## config.mk

```make
export PLATFORM = sky130hd
export DESIGN_NAME = multicycle_control_fsm
export DESIGN_NICKNAME = d
export VERILOG_FILES = /design/src/rtl/rv_ctrl_pkg.sv /design/src/rtl/rv_main_decoder.sv /design/src/rtl/multicycle_control_fsm.sv
export SDC_FILE = /design/constraint.sdc
export NUM_CORES = 1
export LEC_CHECK = 0
export CAP_MARGIN = 0
export CORE_ASPECT_RATIO = 0.75
export CORE_MARGIN = 4
export CORE_UTILIZATION = 30
export CTS_CLUSTER_DIAMETER = 60
export DETAILED_ROUTE_END_ITERATION = 8
export DONT_BUFFER_PORTS = 1
export GPL_TIMING_DRIVEN = 1
export PLACE_DENSITY = 0.46
export SYNTH_ARGS = -nofsm -noshare
export SYNTH_HDL_FRONTEND = slang
export SYNTH_HIERARCHICAL = 1
export SYNTH_SLANG_ARGS = --single-unit
```

## constraint.sdc

```tcl
create_clock -name clk -period 2.6 [get_ports clk]
set_clock_uncertainty 0.2 [all_clocks]
set_input_delay 0.52 -clock clk [delete_from_list [all_inputs] [get_ports clk]]
set_output_delay 0.52 -clock clk [all_outputs]
set_load 0.01 [all_outputs]
```

## src/rtl/rv_ctrl_pkg.sv

```systemverilog
// Shared encodings for the RV32I control path: opcodes, ALUOp / write-back selects,
// trap causes, FSM state encoding and the control bundle that the decoder produces.
package rv_ctrl_pkg;

  localparam logic [6:0] OPC_R      = 7'b0110011;
  localparam logic [6:0] OPC_I      = 7'b0010011;
  localparam logic [6:0] OPC_LOAD   = 7'b0000011;
  localparam logic [6:0] OPC_STORE  = 7'b0100011;
  localparam logic [6:0] OPC_BRANCH = 7'b1100011;
  localparam logic [6:0] OPC_JAL    = 7'b1101111;
  localparam logic [6:0] OPC_JALR   = 7'b1100111;
  localparam logic [6:0] OPC_LUI    = 7'b0110111;
  localparam logic [6:0] OPC_AUIPC  = 7'b0010111;
  localparam logic [6:0] OPC_SYSTEM = 7'b1110011;

  localparam logic [1:0] ALUOP_ADD    = 2'b00;
  localparam logic [1:0] ALUOP_BRANCH = 2'b01;
  localparam logic [1:0] ALUOP_RTYPE  = 2'b10;
  localparam logic [1:0] ALUOP_ITYPE  = 2'b11;

  localparam logic [1:0] SEL_ALU = 2'b00;
  localparam logic [1:0] SEL_MEM = 2'b01;
  localparam logic [1:0] SEL_PC4 = 2'b10;
  localparam logic [1:0] SEL_IMM = 2'b11;

  typedef enum logic [1:0] {
    CAUSE_NONE    = 2'b00,
    CAUSE_ILLEGAL = 2'b01,
    CAUSE_ECALL   = 2'b10,
    CAUSE_TIMEOUT = 2'b11
  } cause_e;

  typedef enum logic [2:0] {
    S_IDLE, S_FETCH, S_DECODE, S_EXEC, S_MEM, S_WB, S_HALT, S_TRAP
  } state_e;

  typedef struct packed {
    logic       branch;
    logic       jump;
    logic       mem_read;
    logic       mem_write;
    logic       alu_src_1;
    logic       alu_src_2;
    logic       reg_write;
    logic [1:0] reg_write_sel;
    logic [1:0] alu_op;
  } ctrl_t;

  localparam ctrl_t CTRL_NONE = '0;

endpackage

```

## src/rtl/rv_main_decoder.sv

```systemverilog
// Combinational opcode -> control bundle decoder, shared with the single-cycle core.
// Unknown opcodes yield an all-zero bundle with legal=0; SYSTEM is flagged separately.
module rv_main_decoder
  import rv_ctrl_pkg::*;
(
  input  logic [6:0] opcode,
  output ctrl_t      ctrl,
  output logic       legal,
  output logic       is_system
);

  always_comb begin
    // NOTE: every output gets a default before the case so no path can infer a latch.
    ctrl      = CTRL_NONE;
    legal     = 1'b1;
    is_system = 1'b0;
    case (opcode)
      OPC_R: begin
        ctrl.alu_op    = ALUOP_RTYPE;
        ctrl.reg_write = 1'b1;
      end
      OPC_I: begin
        ctrl.alu_op    = ALUOP_ITYPE;
        ctrl.alu_src_2 = 1'b1;
        ctrl.reg_write = 1'b1;
      end
      OPC_LOAD: begin
        ctrl.alu_src_2     = 1'b1;
        ctrl.mem_read      = 1'b1;
        ctrl.reg_write     = 1'b1;
        ctrl.reg_write_sel = SEL_MEM;
      end
      OPC_STORE: begin
        ctrl.alu_src_2 = 1'b1;
        ctrl.mem_write = 1'b1;
      end
      OPC_BRANCH: begin
        ctrl.alu_op = ALUOP_BRANCH;
        ctrl.branch = 1'b1;
      end
      OPC_JAL: begin
        ctrl.jump          = 1'b1;
        ctrl.alu_src_1     = 1'b1;
        ctrl.alu_src_2     = 1'b1;
        ctrl.reg_write     = 1'b1;
        ctrl.reg_write_sel = SEL_PC4;
      end
      OPC_JALR: begin
        ctrl.jump          = 1'b1;
        ctrl.alu_src_2     = 1'b1;
        ctrl.reg_write     = 1'b1;
        ctrl.reg_write_sel = SEL_PC4;
      end
      OPC_LUI: begin
        ctrl.reg_write     = 1'b1;
        ctrl.reg_write_sel = SEL_IMM;
      end
      OPC_AUIPC: begin
        ctrl.alu_src_1 = 1'b1;
        ctrl.alu_src_2 = 1'b1;
        ctrl.reg_write = 1'b1;
        ctrl.alu_op    = ALUOP_ADD;
      end
      OPC_SYSTEM: is_system = 1'b1;
      default:    legal     = 1'b0;
    endcase
  end

endmodule

```

## src/rtl/multicycle_control_fsm.sv

```systemverilog
// Multi-cycle RV32I control sequencer: FETCH/DECODE/EXEC/MEM/WB over one shared memory
// port with req/ready, plus retire counting, halt on ebreak and traps with cause.
module multicycle_control_fsm
  import rv_ctrl_pkg::*;
#(
  parameter int TIMEOUT_CYCLES = 64,
  parameter int RET_CNT_W      = 32,
  parameter bit HALT_ON_EBREAK = 1'b1
) (
  input  logic                 clk,
  input  logic                 rst_n,
  input  logic [6:0]           opcode,
  input  logic                 sys_bit20,
  input  logic                 mem_ready,
  input  logic                 resume,
  output logic                 mem_req,
  output logic                 i_or_d,
  output logic                 ir_write,
  output logic                 pc_write,
  output logic                 Branch,
  output logic                 Jump,
  output logic                 MemRead,
  output logic                 MemWrite,
  output logic                 ALUSrc_1,
  output logic                 ALUSrc_2,
  output logic                 RegWrite,
  output logic [1:0]           RegWriteSel,
  output logic [1:0]           ALUOp,
  output logic                 trap,
  output logic [1:0]           trap_cause,
  output logic                 halted,
  output logic [RET_CNT_W-1:0] instret
);

  localparam int WAIT_W     = (TIMEOUT_CYCLES > 1) ? $clog2(TIMEOUT_CYCLES) : 1;
  localparam int WAIT_LIMIT = (TIMEOUT_CYCLES > 0) ? TIMEOUT_CYCLES - 1 : 0;

  state_e            state, state_next;
  cause_e            cause, cause_next;
  ctrl_t             ctrl_q, dec_ctrl;
  logic              dec_legal, dec_system;
  logic [WAIT_W-1:0] wait_cnt;
  logic              timeout_hit, retire;

  rv_main_decoder u_dec (
    .opcode    (opcode),
    .ctrl      (dec_ctrl),
    .legal     (dec_legal),
    .is_system (dec_system)
  );

  // A late mem_ready on the limit cycle still completes the access.
  assign timeout_hit = (TIMEOUT_CYCLES != 0) && !mem_ready &&
                       (wait_cnt == WAIT_W'(WAIT_LIMIT));

  // Fetch completion must strobe in the same cycle as mem_ready, so it is the
  // registered instruction request qualified by ready.
  assign ir_write    = mem_req && !i_or_d && mem_ready;
  assign pc_write    = ir_write;
  assign ALUOp       = ctrl_q.alu_op;
  assign ALUSrc_1    = ctrl_q.alu_src_1;
  assign ALUSrc_2    = ctrl_q.alu_src_2;
  assign RegWriteSel = ctrl_q.reg_write_sel;
  assign trap_cause  = cause;

  always_comb begin
    state_next = state;
    cause_next = cause;
    retire     = 1'b0;
    case (state)
      S_IDLE:  state_next = S_FETCH;
      S_FETCH: begin
        if (mem_ready) begin
          state_next = S_DECODE;
        end else if (timeout_hit) begin
          state_next = S_TRAP;
          cause_next = CAUSE_TIMEOUT;
        end
      end
      S_DECODE: begin
        if (!dec_legal) begin
          state_next = S_TRAP;
          cause_next = CAUSE_ILLEGAL;
        end else if (dec_system) begin
          if (!sys_bit20) begin
            state_next = S_TRAP;
            cause_next = CAUSE_ECALL;
          end else if (HALT_ON_EBREAK) begin
            state_next = S_HALT;
          end else begin
            state_next = S_FETCH;
            retire     = 1'b1;
          end
        end else begin
          state_next = S_EXEC;
        end
      end
      S_EXEC: begin
        if (ctrl_q.mem_read || ctrl_q.mem_write) begin
          state_next = S_MEM;
        end else if (ctrl_q.reg_write) begin
          state_next = S_WB;
        end else begin
          state_next = S_FETCH;
          retire     = 1'b1;
        end
      end
      S_MEM: begin
        if (mem_ready) begin
          state_next = ctrl_q.mem_read ? S_WB : S_FETCH;
          retire     = !ctrl_q.mem_read;
        end else if (timeout_hit) begin
          state_next = S_TRAP;
          cause_next = CAUSE_TIMEOUT;
        end
      end
      S_WB: begin
        state_next = S_FETCH;
        retire     = 1'b1;
      end
      S_HALT:  if (resume) state_next = S_FETCH;
      S_TRAP: begin
        if (resume) begin
          state_next = S_FETCH;
          cause_next = CAUSE_NONE;
        end
      end
      default: state_next = S_IDLE;
    endcase
  end

  // Strobes are registered from the next state so they are glitch-free and
  // line up exactly with the state they belong to.
  always_ff @(posedge clk or negedge rst_n) begin
    if (!rst_n) begin
      state    <= S_IDLE;
      cause    <= CAUSE_NONE;
      ctrl_q   <= CTRL_NONE;
      wait_cnt <= '0;
      instret  <= '0;
      mem_req  <= 1'b0;
      i_or_d   <= 1'b0;
      Branch   <= 1'b0;
      Jump     <= 1'b0;
      MemRead  <= 1'b0;
      MemWrite <= 1'b0;
      RegWrite <= 1'b0;
      trap     <= 1'b0;
      halted   <= 1'b0;
    end else begin
      // NOTE: non-blocking assignments so every register samples pre-edge values.
      state <= state_next;
      cause <= cause_next;
      if (state == S_DECODE) ctrl_q <= dec_ctrl;
      if (retire) instret <= instret + RET_CNT_W'(1);
      if (state_next != state)      wait_cnt <= '0;
      else if (mem_req && !mem_ready) wait_cnt <= wait_cnt + WAIT_W'(1);
      mem_req  <= (state_next == S_FETCH) || (state_next == S_MEM);
      i_or_d   <= (state_next == S_MEM);
      MemRead  <= (state_next == S_MEM) && ctrl_q.mem_read;
      MemWrite <= (state_next == S_MEM) && ctrl_q.mem_write;
      Branch   <= (state_next == S_EXEC) && dec_ctrl.branch;
      Jump     <= (state_next == S_EXEC) && dec_ctrl.jump;
      RegWrite <= (state_next == S_WB);
      trap     <= (state_next == S_TRAP);
      halted   <= (state_next == S_HALT);
    end
  end

endmodule

```

==> results of run 1 <==
## cells by family (layout without fill, tap and decap cells)
| kind of cell | Yosys count | after routing | share of synthesized area |
|---|---|---|---|
| AOI/OAI and AO/OA | 40 | 40 | 0.100 |
| xor gates and xnor gates | 36 | 36 | 0.0993 |
| adders and majority gates | 2 | 2 | 0.00788 |
| muxes | 11 | 11 | 0.0386 |
| buffers and inverters | 21 | 40 | 0.0331 |
| and+or+nand+nor | 137 | 137 | 0.240 |
| DFF | 61 | 61 | 0.481 |
## worst register-to-register path, delay by kind of cell, from the launching register on
kind	cells	cell delay, ns
flops	1	0.40
compound gates	1	0.47
simple gates	4	0.60
fa+ha+maj	1	0.24
buf+inv	1	0.21
## repair_timing
| item | CTS | global route |
|---|---|---|
| endpoints found under the hold margin | 61 | 0 |
| setup endpoints to repair | 0 | 0 |
| setup buffers | 0 | 0 |
| hold buffers | 2 | 0 |
## routing by layer
| layer | up-vias | track usage |
|---|---|---|
| met2 | 43 | 0.177 |
| met4 | 0 | 0.0495 |
| met1 | 1123 | 0.179 |
| li1 | 1127 | - |
| met3 | 9 | 0.0484 |
| met5 | - | 0 |
## worst paths after layout
check | depth (start not counted) | slack [ns] | to
max in group asynchronous | 2 | 1.40 | instret[6]
worst max register to register | 7 | 0.37 | Jump
worst min-delay path | 2 | 0.20 | Branch
worst max-delay path | 8 | 0.30 | Jump
worst min register to register | 1 | 0.34 | instret[31]
min in group asynchronous | 2 | 0.52 | trap_cause[0]
## through the flow
stage	instances	cell area, um2
after global routing	463	3670
after CTS	463	3670
after floorplan	308	3180
after detailed placement	445	3370
final	463	3670
after global placement	445	3370
## state kept, by name, summed over array words and instances (netlist names), 2 cells and up
register and flops:
ALUOp 2, RegWriteSel 2, ctrl_q 3, instret 32, state 3, trap_cause 2, wait_cnt 6
## power groups by stage
stage	Combinational [uW]	Sequential, uW	Clock, uW
floorplan	700	1270	0
global placement	893	1340	0
detailed placement	887	1340	0
CTS	918	1330	1100
global route	1020	1350	1140
finish	911	1320	1050
## area by class of cell
cell class                      count  area [um2]  area share
Multi-Input combinational cell    226        1550       0.421
Clock inverter                      5        27.5     0.00750
Sequential cell                    61        1530       0.416
Timing Repair Buffer               15         135      0.0368
Inverter                            9        33.8     0.00920
Clock buffer                       11         233      0.0634
Tap cell                          136         170      0.0464
## placed cells by master (no fill, tap or decap), types with 3 or more instances in the layout
master     instances
clkinv_2           4
o21ai_0            6
nor3b_1            3
inv_1              7
xnor2_1           25
nand4_1           11
nor2b_1            5
nand2b_1           7
clkbuf_16          9
nand2_1           23
nand3_1           17
xor2_1            11
a211oi_1           3
nor3_1            12
and3_1            13
or3_1              3
mux2_2            10
dfrtp_1           61
and2_1             9
buf_4             13
nand3b_1           3
a21oi_1           14
nor2_1            18
==> results_dict.tcl, run 1 <==
set metrics [dict create \
    numCtsBuffers 9 \
    drc 0 \
    setup_violations 0 \
    synthesis.area_mm2 0.00318 \
    finalWirelength_um 7380 \
    start_util 0.308 \
    gp_congestion 0.825 \
    post-route-period-util 0.885 \
    worst-setup-path-type "in2reg" \
    min_period_ns 2.30 \
    pwr-share-comb 0.277 \
    wl_met3_um 416 \
    drtIter0Drc 62 \
    cell_internal_pwr_uw 2120 \
    rsz0062_at_grt "false" \
    row_count 32 \
    power_density_mw_per_mm2 895 \
    critPathBufInv 0 \
    route.antenna.remaining_nets 0 \
    io_pins 63 \
    layout_setup_ws_ns 0.300 \
    worstMarginPinSlew_ns 0.487 \
    endpoint_kind "flip-flop" \
    synthArstFlopShare 1.00 \
    p_switching_uw 1170 \
    grt_start_max_net_pins 62 \
    hp-class "in2reg" \
    via_per_inst 4.97 \
    globalRouteTotalUtil 0.128 \
    peakVddDrop_uv 339 \
    seqPwrFrac 0.402 \
    io_buffers 0 \
    highest_layer "met4" \
    p_leak_uw 0.00157 \
    status "completed" \
    insertion_delay_ns 0.33 \
    cts_resized 0 \
    synth_edf_count 0 \
    synth_area_per_cell_um2 10.3 \
    cts_sinks 61 \
    cts_tree "done" \
    cts.path.max_buffers 2 \
    wl_met1_um 3660 \
    hold_viol_final 0 \
    grt_pass1_wl_um 12400 \
    yosys-top-cells-count "dfrtp_1 (61), xnor2_1 (25), nand2_1 (23)" \
    crit_chain "nor2_1, nand3_1, nor3_1, nand4b_1, a211oi_1, nor4_2, and2_1, and3_1" \
    worstPathRequired_ns 2.61 \
    power_frac_clock 0.321 \
    clk_pin_slew_ns 0.05 \
    maxCapViolCount 0 \
    post-place-ws_ns 0.0120 \
    syn_nets 322 \
    die_w_um 127 \
    ys_ff_latch 61 \
    firstDrtPassIters 4 \
    p_sw_frac 0.356 \
    fmax_ghz 0.435 \
    filler_cell_count 1048 \
    ys_seq_area_frac 0.481 \
    finalMaxSlewViolations 0 \
    synthFlopType "dfrtp_1" \
    yosysMostFrequentCell "dfrtp_1" \
    die_y_um 97.1 \
    cp-startpoint "opcode[3]" \
    total_power_uw 3280 \
    synthTopCellsByArea "dfrtp_1 (48%), xnor2_1 (6.9%), mux2_2 (3.5%)" \
    hold_start "opcode[4]" \
    yosysWarnings 6 \
    worst_path_dominant_cell_family "simple AND/OR/NAND/NOR gates" \
    ys_types 51 \
    route.met2.wl_um 3190 \
    place_hpwl_um 5340 \
    core_mm2 0.0103 \
    whs_ns 0.200 \
    crit_path_max_incr_delay_ns 0.48 \
    cp-start-kind "input port" \
    htreeDepth 3 \
    synth_top_area_share 0.481 \
    crit_arrival_ns 2.31 \
    yosysTopAreaCell "dfrtp_1" \
    crit_slowest_cell "a211oi_1" \
    reg2reg_from "wait_cnt[0]" \
    synthCells 308 \
    utilization 0.355 \
    fin_setup_tns_ns 0 \
    worstPathMaxFanout 5 \
    routedWlPerCell_um 15.9 \
    antenna_found_initial 0 \
    dieArea_mm2 0.0123 \
    diodes 0 \
    area_growth_pct 15.6 \
    clockRootBuffer "clkbuf_16" \
    relSlewSlack 0.674 \
    vias 2302 \
    drive_gt1_frac 0.153 \
    grt_overflow_total 0 \
    grt_pass1_vias 2270 \
    nNetsFinal 336 \
]
No activity file was read; power rests on OpenSTA's default activity.
==> inputs of run 2 (changes only) <==
--- a/config.mk
+++ b/config.mk
@@ -6,6 +6,8 @@
 export NUM_CORES = 1
 export LEC_CHECK = 0
 export CAP_MARGIN = 0
+export CELL_PAD_IN_SITES_DETAIL_PLACEMENT = 0
+export CELL_PAD_IN_SITES_GLOBAL_PLACEMENT = 1
 export CORE_ASPECT_RATIO = 0.75
 export CORE_MARGIN = 4
 export CORE_UTILIZATION = 30
@@ -13,7 +15,7 @@
 export DETAILED_ROUTE_END_ITERATION = 8
 export DONT_BUFFER_PORTS = 1
 export GPL_TIMING_DRIVEN = 1
-export PLACE_DENSITY = 0.46
+export PLACE_DENSITY = 0.55
 export SYNTH_ARGS = -nofsm -noshare
 export SYNTH_HDL_FRONTEND = slang
 export SYNTH_HIERARCHICAL = 1
==> run 2 against run 1 <==
Effect of this change: setup slack better by 0.062 ns; cell area is 1.6% higher; wire length is 3.7% higher; final cell count is 0.22% higher; critical endpoint is now Branch; largest cell class unchanged.
==> results_dict.tcl, run 2 (synthesis gave the netlist of run 1 again) <==
set metrics [dict create \
    diodes 0 \
    grt_start_max_net_pins 62 \
    cp-start-kind "input port" \
    rsz0062_at_grt "false" \
    filler_cell_count 1054 \
    cts_tree "done" \
    globalRouteTotalUtil 0.131 \
    clockRootBuffer "clkbuf_16" \
    crit_path_max_incr_delay_ns 0.47 \
    reg2reg_from "wait_cnt[0]" \
    design_area_mm2 0.00373 \
    insertion_delay_ns 0.32 \
    place_inst 446 \
    worst_path_dominant_cell_family "simple AND/OR/NAND/NOR gates" \
    regMostFlops "instret" \
    worstPathMaxFanout 5 \
    fin_setup_tns_ns 0 \
    crit_arrival_ns 2.25 \
    endpoint_kind "flip-flop" \
    place_hpwl_um 5460 \
    drtIter0Drc 121 \
    core_mm2 0.0103 \
    gp_congestion 0.750 \
    setup_violations 0 \
    finalMaxSlewViolations 0 \
    cts_hold_buf 2 \
    io_pins 63 \
    grt_pass1_wl_um 13000 \
    r2r_end "Branch" \
    worstMarginPinSlew_ns 0.460 \
    use_met2 0.178 \
    utilization 0.361 \
    crit_chain "nor2_1, nand3_1, nor3_1, nand4b_1, a211oi_1, nor4_2, and2_1, and3_1" \
    hold_viol_final 0 \
    grt_overflow_total 0 \
    fmax_ghz 0.447 \
    io_buffers 0 \
    rrSetupSlack_ns 0.44 \
    dieArea_mm2 0.0123 \
    firstDrtPassIters 4 \
    via_per_inst 4.94 \
    busiest_layer "met1" \
    status "completed" \
    nNetsFinal 337 \
    hold_path_depth 2 \
    numCtsBuffers 9 \
    cts_sinks 61 \
    worst-setup-path-type "in2reg" \
    cts.path.max_buffers 2 \
    peakVddDrop_uv 333 \
    vias 2294 \
    finalWirelength_um 7660 \
    worstPathRequired_ns 2.61 \
    reg_top3 "instret: 32 flops, wait_cnt: 6 flops" \
    cp-startpoint "opcode[3]" \
    critPathBufInv 0 \
    drc 0 \
    hp-class "in2reg" \
    place_area_mm2 0.00338 \
    cts_setup_buffers 0 \
    clk_pin_slew_ns 0.06 \
    grt_use_met3 0.0505 \
    fin_cells 464 \
    htreeDepth 3 \
    largest_reg_flops 32 \
    crit_slowest_cell "a211oi_1" \
    cp.depth 8 \
    drive_gt1_frac 0.159 \
    grt_pass1_vias 2358 \
    cts_resized 0 \
    die_w_um 127 \
    hold_start "opcode[4]" \
    p_leak_uw 0.00160 \
    r2r_cells 7 \
    routedWlPerCell_um 16.5 \
    row_count 32 \
    start_util 0.308 \
    die_y_um 97.1 \
    area_growth_pct 17.4 \
    setup.worst_path.end "Branch" \
    most-common-layout-cells "dfrtp_1 (61), xnor2_1 (25), nand2_1 (23)" \
    route.antenna.remaining_nets 0 \
    power_density_mw_per_mm2 933 \
    antenna_found_initial 0 \
    final_common_cell "dfrtp_1" \
    relSlewSlack 0.692 \
    post-route-period-util 0.861 \
    grt_use_met1 0.194 \
    min_period_ns 2.24 \
    maxCapViolCount 0 \
]
-- run 2: power by group --
part           total, uW  internal [uW]  switching [uW]
Clock               1230            818             415
Sequential          1320           1090             229
Combinational        924            386             538
-- run 2: worst register-to-register path: cells and delay by family (launching register included) --
kind                     cells  cell delay (ns)
AND/OR/NAND/NOR              4             0.62
AO/OA/AOI/OAI                1             0.41
flip-flops                   1             0.40
adder cells (fa/ha/maj)      1             0.24
buffers and inverters        1             0.20
-- run 2: through the flow --
stage | setup slack (ns) | power, uW | hold WS (ns)
after floorplan | 0.0247 | 1970 | 0.0244
after global placement | 0.171 | 2250 | 0.0265
after detailed placement | 0.0529 | 2240 | 0.0274
after CTS | 0.402 | 3540 | 0.202
after global routing | 0.238 | 3700 | 0.208
final | 0.362 | 3480 | 0.217
-- run 2: how the worst min path moves through the flow --
| stage | end | slack (ns) |
|---|---|---|
| floorplan | ALUOp[0] | 0.02 |
| global placement | trap_cause[0] | 0.03 |
| detailed placement | trap_cause[0] | 0.03 |
| CTS | Branch | 0.20 |
| global route | Branch | 0.21 |
| finish | Branch | 0.22 |
-- run 2: layer usage --
metal  routed length (um)  up-vias
met4                   79        0
met2                 3210       49
met3                  507        8
li1                     -     1121
met5                    0        -
met1                 3860     1116
-- run 2: final cells by class --
type                    instances  area [um2]  share of cell area
repair buffers                 16         143              0.0382
flip-flops and latches         61        1530               0.409
well taps                     136         170              0.0456
inverters                       9        33.8             0.00905
multi-input cells             226        1550               0.414
clock inverters                 3        42.5              0.0114
clock buffers                  13         270              0.0724
==> inputs of run 3 (changes only) <==
--- a/config.mk
+++ b/config.mk
@@ -7,7 +7,7 @@
 export LEC_CHECK = 0
 export CAP_MARGIN = 0
 export CELL_PAD_IN_SITES_DETAIL_PLACEMENT = 0
-export CELL_PAD_IN_SITES_GLOBAL_PLACEMENT = 1
+export CELL_PAD_IN_SITES_GLOBAL_PLACEMENT = 2
 export CORE_ASPECT_RATIO = 0.75
 export CORE_MARGIN = 4
 export CORE_UTILIZATION = 30
@@ -15,7 +15,7 @@
 export DETAILED_ROUTE_END_ITERATION = 8
 export DONT_BUFFER_PORTS = 1
 export GPL_TIMING_DRIVEN = 1
-export PLACE_DENSITY = 0.55
+export PLACE_DENSITY_LB_ADDON = 0.25
 export SYNTH_ARGS = -nofsm -noshare
 export SYNTH_HDL_FRONTEND = slang
 export SYNTH_HIERARCHICAL = 1
==> run 3 against run 2 <==
Effect of this change: count of clock-buffer cells in the layout up 1; setup slack worse by 0.083 ns; global-route usage down 0.097 points; critical endpoint is now Jump; fmax down 3.6%; register-to-register slack worse by 0.03 ns; highest routed layer unchanged.
==> results_dict.tcl, run 3 (synthesis gave the netlist of run 1 again) <==
set metrics [dict create \
    status "completed" \
    firstDrtPassIters 4 \
    fin_setup_tns_ns 0 \
    drc 0 \
    dieArea_mm2 0.0123 \
    grt_use_met1 0.188 \
    largest_reg_flops 32 \
    cts_sinks 61 \
    peakVddDrop_uv 557 \
    rrSetupSlack_ns 0.41 \
    post-route-period-util 0.892 \
    cts_setup_buffers 0 \
    worstMarginPinSlew_ns 0.514 \
    r2r_cells 6 \
    reg2reg_from "state[2]" \
    worst-setup-path-type "in2reg" \
    hp-class "in2reg" \
    cp-startpoint "opcode[3]" \
    min_period_ns 2.32 \
    io_pins 63 \
    hold_path_end "Branch" \
    insertion_delay_ns 0.33 \
    use_met2 0.178 \
    drive_gt1_frac 0.164 \
    worstPathMaxFanout 5 \
    clk_pin_slew_ns 0.05 \
    antenna_found_initial 0 \
    vias 2284 \
    whs_ns 0.203 \
    finalWirelength_um 7640 \
    most-common-layout-cells "dfrtp_1 (61), xnor2_1 (25), nand2_1 (23)" \
    setup_violations 0 \
    regMostFlops "instret" \
    grt_pass1_wl_um 12700 \
    hold_start "opcode[4]" \
    grt_pass1_vias 2344 \
    htreeDepth 3 \
    cp-start-kind "input port" \
    grt_use_met3 0.0489 \
    io_buffers 0 \
    busiest_layer "met1" \
    routedWlPerCell_um 16.4 \
    cts.path.max_buffers 2 \
    r2r_end "Jump" \
    start_util 0.308 \
    crit_arrival_ns 2.34 \
    numCtsBuffers 9 \
    die_w_um 127 \
    grt_start_max_net_pins 62 \
    grt_overflow_total 0 \
    nNetsFinal 338 \
    cts_tree "done" \
    via_per_inst 4.91 \
    hold_viol_final 0 \
    final_common_cell "dfrtp_1" \
    relSlewSlack 0.655 \
    drtIter0Drc 97 \
    diodes 0 \
    maxCapViolCount 0 \
    hold_path_depth 2 \
    p_leak_uw 0.00161 \
    place_hpwl_um 5400 \
    rsz0062_at_grt "false" \
    endpoint_kind "flip-flop" \
    route.antenna.remaining_nets 0 \
    reg_top3 "instret: 32 flops, wait_cnt: 6 flops" \
    power_density_mw_per_mm2 942 \
    area_growth_pct 18.3 \
    worstPathRequired_ns 2.62 \
    row_count 32 \
    gp_congestion 0.799 \
    core_mm2 0.0103 \
    finalMaxSlewViolations 0 \
    globalRouteTotalUtil 0.130 \
    die_y_um 97.1 \
    clockRootBuffer "clkbuf_16" \
    fmax_ghz 0.431 \
]
==> run 3: changes by cell type in the layout (fill, tap and decap cells not counted), sizes merged <==
cell and delta:
clkinv -1, clkbuf +1, buf +1
==> run 3: final cells by class <==
cell class                      instances  area (um2)
Multi-Input combinational cell        226        1550
Clock inverter                          2        37.5
Sequential cell                        61        1530
Fill cell                            1047        6570
Clock buffer                           14         294
Inverter                                9        33.8
Timing Repair Buffer                   17         150
Tap cell                              136         170
==> run 3: where the power goes <==
group          switching [uW]  leakage, uW  internal, uW
clock network             427     0.000161           872
logic                     545     0.000631           387
registers                 214     0.000820          1090
total                    1190      0.00161          2350
==> run 3: worst max-delay path by stage <==
stage / slack (ns) / end / depth (start not counted)
finish: 0.28 / Jump / 8
global route: 0.20 / Branch / 8
floorplan: 0.02 / Branch / 9
detailed placement: 0.01 / Jump / 8
global placement: 0.16 / Jump / 8
CTS: 0.36 / Jump / 8
==> run 3: worst max-delay path: stages <==
cell and delay (ns):
nor2_1 0.12, nand3_1 0.12, nor3_1 0.39, nand4b_1 0.19, a211oi_1 0.51, nor4_2 0.13
and2_1 0.18, and3_1 0.17
==> run 3: repair_timing <==
item / CTS / global route
hold buffers: 2 / 0
hold endpoints to repair: 61 / 0
endpoints found under the setup margin: 0 / 0
gates resized for setup: 0 / 0
==> run 3: stage by stage <==
step           instance area [um2]   util  power, uW  cells  worst slack, ns
6_report                      3760  0.364       3540    465            0.280
5_1_grt                       3760  0.364       3770    465            0.196
4_1_cts                       3760  0.364       3590    465            0.356
3_5_place_dp                  3390  0.328       2240    447           0.0122
3_3_place_gp                  3390  0.328       2240    447            0.156
2_1_floorplan                 3180      -       1970    308           0.0247
==> run 3: layer usage <==
metal	part of all wire	routed length, um
met1	0.51	3890
met2	0.41	3160
met3	0.061	465
met4	0.015	115
met5	0	0
